[config.mk]
export PLATFORM = sky130hd
export DESIGN_NAME = toggle_handshake_rx_flat
export DESIGN_NICKNAME = d
export VERILOG_FILES = /design/src/rtl/toggle_handshake_rx_pkg.sv /design/src/rtl/toggle_handshake_rx_if.sv /design/src/rtl/toggle_handshake_rx_toggle_sync.sv /design/src/rtl/toggle_handshake_rx.sv /design/src/flat_wrapper.sv
export SDC_FILE = /design/constraint.sdc
export NUM_CORES = 1
export LEC_CHECK = 0
export CAP_MARGIN = 30
export CORE_MARGIN = 1.5
export CORE_UTILIZATION = 38
export DETAILED_ROUTE_END_ITERATION = 8
export GPL_TIMING_DRIVEN = 0
export PLACE_DENSITY = 0.75
export SETUP_SLACK_MARGIN = 0.4
export SLEW_MARGIN = 20
export SYNTH_ARGS = -nofsm -noshare
export SYNTH_HDL_FRONTEND = slang
export SYNTH_SLANG_ARGS = --single-unit
[constraint.sdc]
create_clock -name clock -period 1.3 [get_ports clock]
set_input_delay 0.13 -clock clock [delete_from_list [all_inputs] [get_ports clock]]
set_output_delay 0.13 -clock clock [all_outputs]
set_load 0.005 [all_outputs]
[src/rtl/toggle_handshake_rx_pkg.sv]
// ---------------------------------------------------------------------------
// toggle_handshake_rx_pkg
// Shared definitions for the toggle-handshake receiver: the FSM state
// encoding, default parameter values and the toggle edge helper.
// ---------------------------------------------------------------------------
package toggle_handshake_rx_pkg;

  // Receiver states: IDLE waits for a request toggle, HOLD presents a word.
  typedef enum logic {
    ST_IDLE = 1'b0,
    ST_HOLD = 1'b1
  } state_t;

  localparam int DEFAULT_SYNC_STAGES = 2;
  localparam int DEFAULT_DATA_WIDTH  = 16;
  localparam int DEFAULT_COUNT_WIDTH = 8;

  // A two-phase request is signalled by any level change, so the edge is
  // simply the difference between the current and previous synced level.
  function automatic logic tgl_edge(input logic cur, input logic prev);
    return cur ^ prev;
  endfunction

endpackage

[src/rtl/toggle_handshake_rx_if.sv]
// ---------------------------------------------------------------------------
// toggle_handshake_rx_if
// Bundles the sender-side toggle handshake, the downstream valid/ready
// stream and the status/control signals of the receiver.
//   slave  : the receiver (drives ack_tgl, out_*, event_pulse, overflow,
//            xfer_count)
//   master : the environment (drives req_tgl, req_data, out_ready,
//            clear_overflow)
// ---------------------------------------------------------------------------
interface toggle_handshake_rx_if #(
  parameter int DATA_WIDTH  = 16,
  parameter int COUNT_WIDTH = 8
);
  logic                   req_tgl;
  logic [DATA_WIDTH-1:0]  req_data;
  logic                   ack_tgl;
  logic                   out_valid;
  logic [DATA_WIDTH-1:0]  out_data;
  logic                   out_ready;
  logic                   event_pulse;
  logic                   overflow;
  logic                   clear_overflow;
  logic [COUNT_WIDTH-1:0] xfer_count;

  modport slave (
    input  req_tgl, req_data, out_ready, clear_overflow,
    output ack_tgl, out_valid, out_data, event_pulse, overflow, xfer_count
  );

  modport master (
    output req_tgl, req_data, out_ready, clear_overflow,
    input  ack_tgl, out_valid, out_data, event_pulse, overflow, xfer_count
  );
endinterface

[src/rtl/toggle_handshake_rx_toggle_sync.sv]
// ---------------------------------------------------------------------------
// toggle_sync
// Multi-flop synchroniser for a single toggle level crossing clock domains.
// Also usable on the sender side to bring ack_tgl back.
// Ports:
//   i_clk   : destination clock
//   i_rst_n : asynchronous active-low reset (chain clears to 0)
//   i_d     : asynchronous input level
//   o_q     : synchronised level (STAGES clocks of latency)
// ---------------------------------------------------------------------------
module toggle_sync #(
  parameter int STAGES = 2
) (
  input  logic i_clk,
  input  logic i_rst_n,
  input  logic i_d,
  output logic o_q
);

  logic [STAGES-1:0] r_chain;

  // Shift the asynchronous level through the flop chain.
  always_ff @(posedge i_clk or negedge i_rst_n) begin
    if (!i_rst_n) begin
      r_chain <= '0;
    end else begin
      r_chain <= {r_chain[STAGES-2:0], i_d};
    end
  end

  assign o_q = r_chain[STAGES-1];

endmodule

[src/rtl/toggle_handshake_rx.sv]
// ---------------------------------------------------------------------------
// toggle_handshake_rx
// Receiving end of a two-phase toggle handshake. The request toggle is
// synchronised, each level change captures req_data, the word is offered
// downstream with valid/ready and an acknowledge toggle is returned once it
// has been consumed. A toggle arriving while a word is still held is
// dropped and flagged in the sticky overflow bit.
// Ports:
//   clock   : sole clock, rising edge
//   reset_n : asynchronous active-low reset
//   bus     : toggle_handshake_rx_if.slave (req_tgl/req_data in, ack_tgl,
//             out_valid/out_data with out_ready, event_pulse, overflow with
//             clear_overflow, xfer_count)
// All outputs come straight from flops.
// ---------------------------------------------------------------------------
module toggle_handshake_rx
  import toggle_handshake_rx_pkg::*;
#(
  parameter int SYNC_STAGES = DEFAULT_SYNC_STAGES,
  parameter int DATA_WIDTH  = DEFAULT_DATA_WIDTH,
  parameter int COUNT_WIDTH = DEFAULT_COUNT_WIDTH
) (
  input  logic                  clock,
  input  logic                  reset_n,
  toggle_handshake_rx_if.slave  bus
);

  logic                   w_sync;
  logic                   w_edge;
  logic                   w_accept;
  logic                   r_prev;
  logic                   r_event;
  state_t                 r_state;
  logic                   r_valid;
  logic [DATA_WIDTH-1:0]  r_data;
  logic                   r_ack;
  logic [COUNT_WIDTH-1:0] r_count;
  logic                   r_overflow;

  toggle_sync #(
    .STAGES (SYNC_STAGES)
  ) u_req_sync (
    .i_clk   (clock),
    .i_rst_n (reset_n),
    .i_d     (bus.req_tgl),
    .o_q     (w_sync)
  );

  assign w_edge   = tgl_edge(w_sync, r_prev);
  assign w_accept = r_valid & bus.out_ready;

  // Remember the last synced level and register the edge as event_pulse.
  always_ff @(posedge clock or negedge reset_n) begin
    if (!reset_n) begin
      r_prev  <= 1'b0;
      r_event <= 1'b0;
    end else begin
      r_prev  <= w_sync;
      r_event <= w_edge;
    end
  end

  // Receiver FSM: capture on a toggle in IDLE, release and ack on accept.
  always_ff @(posedge clock or negedge reset_n) begin
    if (!reset_n) begin
      r_state <= ST_IDLE;
      r_valid <= 1'b0;
      r_data  <= '0;
      r_ack   <= 1'b0;
      r_count <= '0;
    end else begin
      case (r_state)
        ST_IDLE: begin
          if (w_edge) begin
            r_data  <= bus.req_data;
            r_valid <= 1'b1;
            r_state <= ST_HOLD;
          end else begin
            r_state <= ST_IDLE;
          end
        end
        ST_HOLD: begin
          // A toggle seen here is dropped; only the accept changes state.
          if (w_accept) begin
            r_valid <= 1'b0;
            r_ack   <= ~r_ack;
            r_count <= r_count + {{(COUNT_WIDTH-1){1'b0}}, 1'b1};
            r_state <= ST_IDLE;
          end else begin
            r_state <= ST_HOLD;
          end
        end
        default: begin
          r_state <= ST_IDLE;
          r_valid <= 1'b0;
        end
      endcase
    end
  end

  // Sticky overflow: a toggle while holding sets it, and set beats clear.
  always_ff @(posedge clock or negedge reset_n) begin
    if (!reset_n) begin
      r_overflow <= 1'b0;
    end else if (w_edge && (r_state == ST_HOLD)) begin
      r_overflow <= 1'b1;
    end else if (bus.clear_overflow) begin
      r_overflow <= 1'b0;
    end else begin
      r_overflow <= r_overflow;
    end
  end

  assign bus.ack_tgl     = r_ack;
  assign bus.out_valid   = r_valid;
  assign bus.out_data    = r_data;
  assign bus.event_pulse = r_event;
  assign bus.overflow    = r_overflow;
  assign bus.xfer_count  = r_count;

endmodule

[src/flat_wrapper.sv]
// flat-port wrapper written by rule: the top's interface ports become plain ports
module toggle_handshake_rx_flat import toggle_handshake_rx_pkg::*;
#(
  parameter int SYNC_STAGES = DEFAULT_SYNC_STAGES,
  parameter int DATA_WIDTH  = DEFAULT_DATA_WIDTH,
  parameter int COUNT_WIDTH = DEFAULT_COUNT_WIDTH
)
  (clock, reset_n, bus_req_tgl, bus_req_data, bus_out_ready, bus_clear_overflow, bus_ack_tgl, bus_out_valid, bus_out_data, bus_event_pulse, bus_overflow, bus_xfer_count);
  toggle_handshake_rx_if #(.DATA_WIDTH(DATA_WIDTH), .COUNT_WIDTH(COUNT_WIDTH)) bus_i ();
  input  logic clock;
  input  logic reset_n;
  input wire logic [$bits(bus_i.req_tgl)-1:0] bus_req_tgl;
  input wire logic [$bits(bus_i.req_data)-1:0] bus_req_data;
  input wire logic [$bits(bus_i.out_ready)-1:0] bus_out_ready;
  input wire logic [$bits(bus_i.clear_overflow)-1:0] bus_clear_overflow;
  output wire logic [$bits(bus_i.ack_tgl)-1:0] bus_ack_tgl;
  output wire logic [$bits(bus_i.out_valid)-1:0] bus_out_valid;
  output wire logic [$bits(bus_i.out_data)-1:0] bus_out_data;
  output wire logic [$bits(bus_i.event_pulse)-1:0] bus_event_pulse;
  output wire logic [$bits(bus_i.overflow)-1:0] bus_overflow;
  output wire logic [$bits(bus_i.xfer_count)-1:0] bus_xfer_count;
  assign bus_i.req_tgl = bus_req_tgl;
  assign bus_i.req_data = bus_req_data;
  assign bus_i.out_ready = bus_out_ready;
  assign bus_i.clear_overflow = bus_clear_overflow;
  assign bus_ack_tgl = bus_i.ack_tgl;
  assign bus_out_valid = bus_i.out_valid;
  assign bus_out_data = bus_i.out_data;
  assign bus_event_pulse = bus_i.event_pulse;
  assign bus_overflow = bus_i.overflow;
  assign bus_xfer_count = bus_i.xfer_count;
  toggle_handshake_rx #(.SYNC_STAGES(SYNC_STAGES), .DATA_WIDTH(DATA_WIDTH), .COUNT_WIDTH(COUNT_WIDTH)) u_core (.clock(clock), .reset_n(reset_n), .bus(bus_i));
endmodule
Word-level counts from Yosys, hierarchy flattened
Index checks and enable logic that the tools add are counted.
{"block": "classes", "n_shift": 0, "n_bitwise": 4, "div": 0, "n_eq_ne": 2, "n_reduce_logical": 5, "order_cmp": 0, "muxes": 8, "add_sub_neg": 1, "multipliers": 0}
{"op": "8-bit by 1-bit adder with 8-bit output (second input constant)", "count": 1}
{"op": "1-bit two-way mux", "count": 6}
{"op": "2-bit AND reduction", "count": 3}
{"op": "2-bit by 1-bit inequality test with 1-bit output (second input constant)", "count": 2}
{"op": "1-bit case mux with 2 select lines", "count": 2}
{"op": "1-bit inverter", "count": 2}
{"op": "2-bit nonzero test", "count": 1}
{"op": "1-bit bitwise AND", "count": 1}
{"op": "1-bit logical AND", "count": 1}
{"op": "1-bit bitwise XOR", "count": 1}
{"block": "totals", "regBits": 32, "mem_bits_ro": 0, "in_bits": 21, "mem_bits_rw": 0, "out_inout_bits": 28, "latch_bits": 0, "elab_cells": 29, "n_memories": 0}

Longest topological paths before layout
{"block": "depth", "word_depth": 3, "mapped_depth": 5, "ltp_nobuf": 3}

Modules after synthesis
Synthesis repeated with hierarchy kept, for this count alone.
{"block": "hier_totals", "hier_cells": 84, "area_unflattened_um2": 1263.7}
{"mod": "toggle_handshake_rx", "area_each_um2": 1213.7, "n_inst": 1, "seq_area_each_um2": 750.7, "cells_each": 82}
{"mod": "toggle_sync", "area_each_um2": 50.0, "n_inst": 1, "seq_area_each_um2": 50.0, "cells_each": 2}

Least setup slack after synthesis
No wires, ideal clock.
{"block": "synth_path", "path_kind": "register to register", "startpoint": "register u_core.r_prev", "endpoint": "register u_core.r_data[10] (netlist: u_core.bus.out_data[10])", "path_slack_ns": -0.115, "path_buffers": 2, "path_stages_with_launch": 6, "period_less_slack_ns": 1.415, "t_arrival_ns": 1.290, "setup_ns": 0.125, "required_ns": 1.175, "cell_sequence": "dfrtp_1 > xor2_2 > and2b_1 > buf_6 > buf_12 > mux2_4"}
{"block": "synth_via", "elab_chain_cells": 2}
{"item": "start, declared", "line": "toggle_handshake_rx.sv:31", "rtl": "logic r_prev;"}
{"item": "start signal, assigned", "line": "toggle_handshake_rx.sv:58", "rtl": "r_prev <= w_sync;"}
{"item": "1-bit bitwise XOR", "line": "toggle_handshake_rx_pkg.sv:21", "rtl": "return cur ^ prev;"}
{"item": "via u_core.w_edge", "line": "toggle_handshake_rx.sv:29", "rtl": "logic w_edge;"}
{"item": "2-bit AND reduction (no source line)"}
{"item": "end signal, assigned", "line": "toggle_handshake_rx.sv:75", "rtl": "r_data <= bus.req_data;"}
{"item": "end, declared", "line": "toggle_handshake_rx.sv:35", "rtl": "logic [DATA_WIDTH-1:0] r_data;"}
The timed path passes the listed nets, and every way through them passes these cells.
A chain may end at the register's enable or synchronous reset.

Worst setup path after layout
{"block": "layout_path", "startpoint": "register u_core.r_prev", "endpoint": "register u_core.r_data[1] (netlist: u_core.bus.out_data[1])"}
The elaborated chain is that of the path after synthesis.

==> flow_metrics.py <==
metrics = {
    "sta": {
        "grt_setup_unrepaired": "true",
        "finalSetupViolCount": 16,
        "clock_skew_ns": 0.00474,
        "min_period_over_period_pct": 110,
        "slew_viol_final": 0,
        "fmax_mhz": 701,
        "slew_headroom_pct": 53.9,
        "tightest_slew_ns": 0.692,
        "fin_crit_ns": 1.43,
        "timing.hold.ws_ns": -0.175,
        "setup_ws_ns": -0.127,
        "hold_violations": 32,
    },
    "synth": {
        "synth.most_common_cell": "dfrtp_1",
        "netlist_area_mm2": 0.00126,
        "synth_edf_count": 0,
        "postSynthCellCount": 84,
        "synth_cell_types": 19,
        "netlist_top_cells_area": "dfrtp_1 (63%), mux2_4 (12%), mux2_2 (5.3%), xnor2_1 (3.5%), xor2_1 (2.1%)",
        "synth_commonest_cells": "dfrtp_1 (32), mux2_4 (10), mux2_2 (6), nand2_1 (6), xnor2_1 (5)",
        "yosysWarnings": 0,
        "synth.top_cell.area_share_pct": 63.4,
        "ys.flop_type": "dfrtp_1",
        "synth_top_cell_by_area": "dfrtp_1",
        "yosysSeqAreaShare_pct": 63.4,
        "synth_nets": 106,
        "syn_area_per_cell_um2": 15.0,
        "synth-seq-cells": 32,
        "synthArstFlopShare_pct": 100,
    },
    "global_route": {
        "grt_pass1_vias": 1065,
        "grt_pass1_wl_mm": 4.69,
        "grt_max_degree": 33,
        "grt_antenna_before_repair": 0,
        "grt_use_total_pct": 18.2,
        "grt.overflow.total": 0,
    },
    "setup_path": {
        "cp.arrival_ns": 1.65,
        "cp.required_ns": 1.53,
        "crit_path_start_kind": "register",
        "crit_fanout": 5,
        "criticalPathCategory": "register to register",
        "critPathCaptureType": "register",
    },
    "layout": {
        "multi_input_area_um2": 569,
        "antennaDiodeCount": 0,
        "ff_latch_area_um2": 805,
        "nNetsFinal": 197,
        "fill_cells": 219,
        "fin_area_mm2": 0.00221,
        "syn2layout_area_growth_pct": 74.6,
        "drive_gt1_share_pct": 62.5,
    },
    "drt": {
        "wirelength_mm": 3.15,
        "final_antenna_net_count": 0,
        "wl_per_cell_um": 14.3,
        "first_iter_violations": 6,
        "drc": 0,
        "vias_per_cell": 4.48,
        "drtPass1Iterations": 2,
        "vias": 985,
    },
    "floorplan": {
        "core-area_mm2": 0.00310,
        "die_h_um": 60.7,
        "die_area_mm2": 0.00368,
        "rows": 20,
        "initial_utilization_pct": 40.7,
        "ios": 49,
        "die-width_um": 60.7,
    },
    "clock_tree": {
        "cts.clk_slew.worst_paths_ns": 0.09,
        "clock_latency_ns": 0.34,
        "cts.sinks": 32,
        "h-tree-depth": 2,
        "clockBufferDepth": 2,
        "cts_tree": "yes",
        "cts_root_buffer": "clkbuf_4",
        "numCtsBuffers": 5,
    },
    "power_and_ir_drop": {
        "pwr-share-seq_pct": 34.7,
        "p_per_area_mw_per_mm2": 2060,
        "power_switching_mw": 1.36,
        "irDropWorstVdd_mv": 0.999,
        "power.share.combinational_pct": 52.2,
        "intPower_mw": 3.18,
        "p_leak_nw": 1.10,
        "p_total_mw": 4.54,
        "swShare_pct": 30.0,
        "power.share.clock_pct": 13.0,
    },
    "placement": {
        "dp_hpwl_mm": 1.78,
        "gp_congestion": 0.713,
        "port-buffer-count": 48,
        "place_area_mm2": 0.00183,
    },
    "status": {
        "violations": "negative hold slack, negative setup slack",
        "status": "finished, violations left",
    },
    "hold_path": {
        "hp-class": "input pin to async pin",
    },
    "run": {
        "drv_cap": 0,
    },
}
-- kinds of logic after synthesis --
logic type | synth area share, %
flip-flops | 63.4
AO/OA/AOI/OAI | 0.891
XOR/XNOR | 6.83
AND/OR/NAND/NOR | 7.62
adder cells (fa/ha/maj) | 0.990
buffers and inverters | 3.07
multiplexers | 17.2
-- through the flow --
stage	util [%]	std cells	setup TNS (ns)	setup WS, ns
2_1_floorplan	-	84	-1.22	-0.115
3_3_place_gp	59.2	176	-16.32	-0.433
3_5_place_dp	59.0	176	-2.77	-0.223
4_1_cts	66.3	211	-2.07	-0.136
5_1_grt	71.1	220	-2.38	-0.158
6_report	71.1	220	-1.91	-0.127
-- layout make-up --
class | count | area share [%]
Buffer | 2 | 1.42
Timing Repair Buffer | 84 | 30.8
Multi-Input combinational cell | 48 | 25.8
Clock buffer | 8 | 2.67
Tap cell | 44 | 2.50
Inverter | 2 | 0.340
Sequential cell | 32 | 36.5
-- registers in the layout (all words and copies together), names as in the netlist --
signal                     cells
u_core.bus.overflow            1
u_core.bus.out_data           16
u_core.bus.event_pulse         1
u_core.bus.xfer_count          8
u_core.bus.ack_tgl             1
u_core.bus.out_valid           1
u_core.u_req_sync.r_chain      2
u_core.r_state                 1
u_core.r_prev                  1
-- metal layers --
metal | GRT usage [%] | up-vias | wire (um)
met3 | 4.26 | 13 | 246
met1 | 20.9 | 462 | 1260
met4 | 14.0 | 0 | 125
li1 | - | 469 | -
met2 | 29.2 | 41 | 1510
met5 | 0 | - | 0
-- worst max-delay path, stage by stage, from the launching register on --
cell,delay [ns]
dfrtp_1,0.41
xor2_2,0.18
and2b_1,0.16
buf_6,0.13
buf_6,0.13
mux2_4,0.29
-- placed cells by master (no fill, tap or decap), drive strengths merged --
cell / netlist / layout
clkdlybuf4s50: 0 / 19
and2b: 1 / 1
mux2: 16 / 16
clkbuf: 0 / 8
nor2: 4 / 4
and3: 2 / 2
o21ai: 1 / 1
nand2: 6 / 6
o22ai: 1 / 1
nor3: 2 / 2
xnor2: 5 / 5
xor2: 4 / 4
inv: 2 / 2
buf: 2 / 67
nand4: 3 / 3
dfrtp: 32 / 32
nand3: 2 / 2
ha: 1 / 1
-- final timing paths --
path | cells after the start | start | slack (ns) | end
worst max register to register | 5 | u_core.r_prev | -0.13 | u_core.bus.out_data[1]
worst max-delay path | 5 | u_core.r_prev | -0.13 | u_core.bus.out_data[1]
min in group clock | 1 | bus_req_tgl | 0.22 | u_core.u_req_sync.r_chain[0]
worst min register to register | 0 | u_core.u_req_sync.r_chain[0] | 0.35 | u_core.u_req_sync.r_chain[1]
max in group asynchronous | 1 | reset_n | 0.99 | u_core.bus.out_valid
worst min-delay path | 1 | reset_n | -0.17 | u_core.bus.out_data[7]
-- power groups by stage --
stage          registers [mW]  clock network, mW  logic [mW]
2_1_floorplan            1.68                  0       0.673
3_3_place_gp             1.65                  0        1.57
3_5_place_dp             1.68                  0        1.60
4_1_cts                  1.58              0.599        1.95
5_1_grt                  1.62              0.672        2.55
6_report                 1.58              0.592        2.37
-- timing repair --
item,in CTS,in global routing
endpoints found under the hold margin,32,32
resized for setup,134,17
cloned,1,0
setup buffers,26,9
setup endpoints to repair,55,56
pin swaps,12,9
Note: power is estimated with default switching activity, not from simulation.
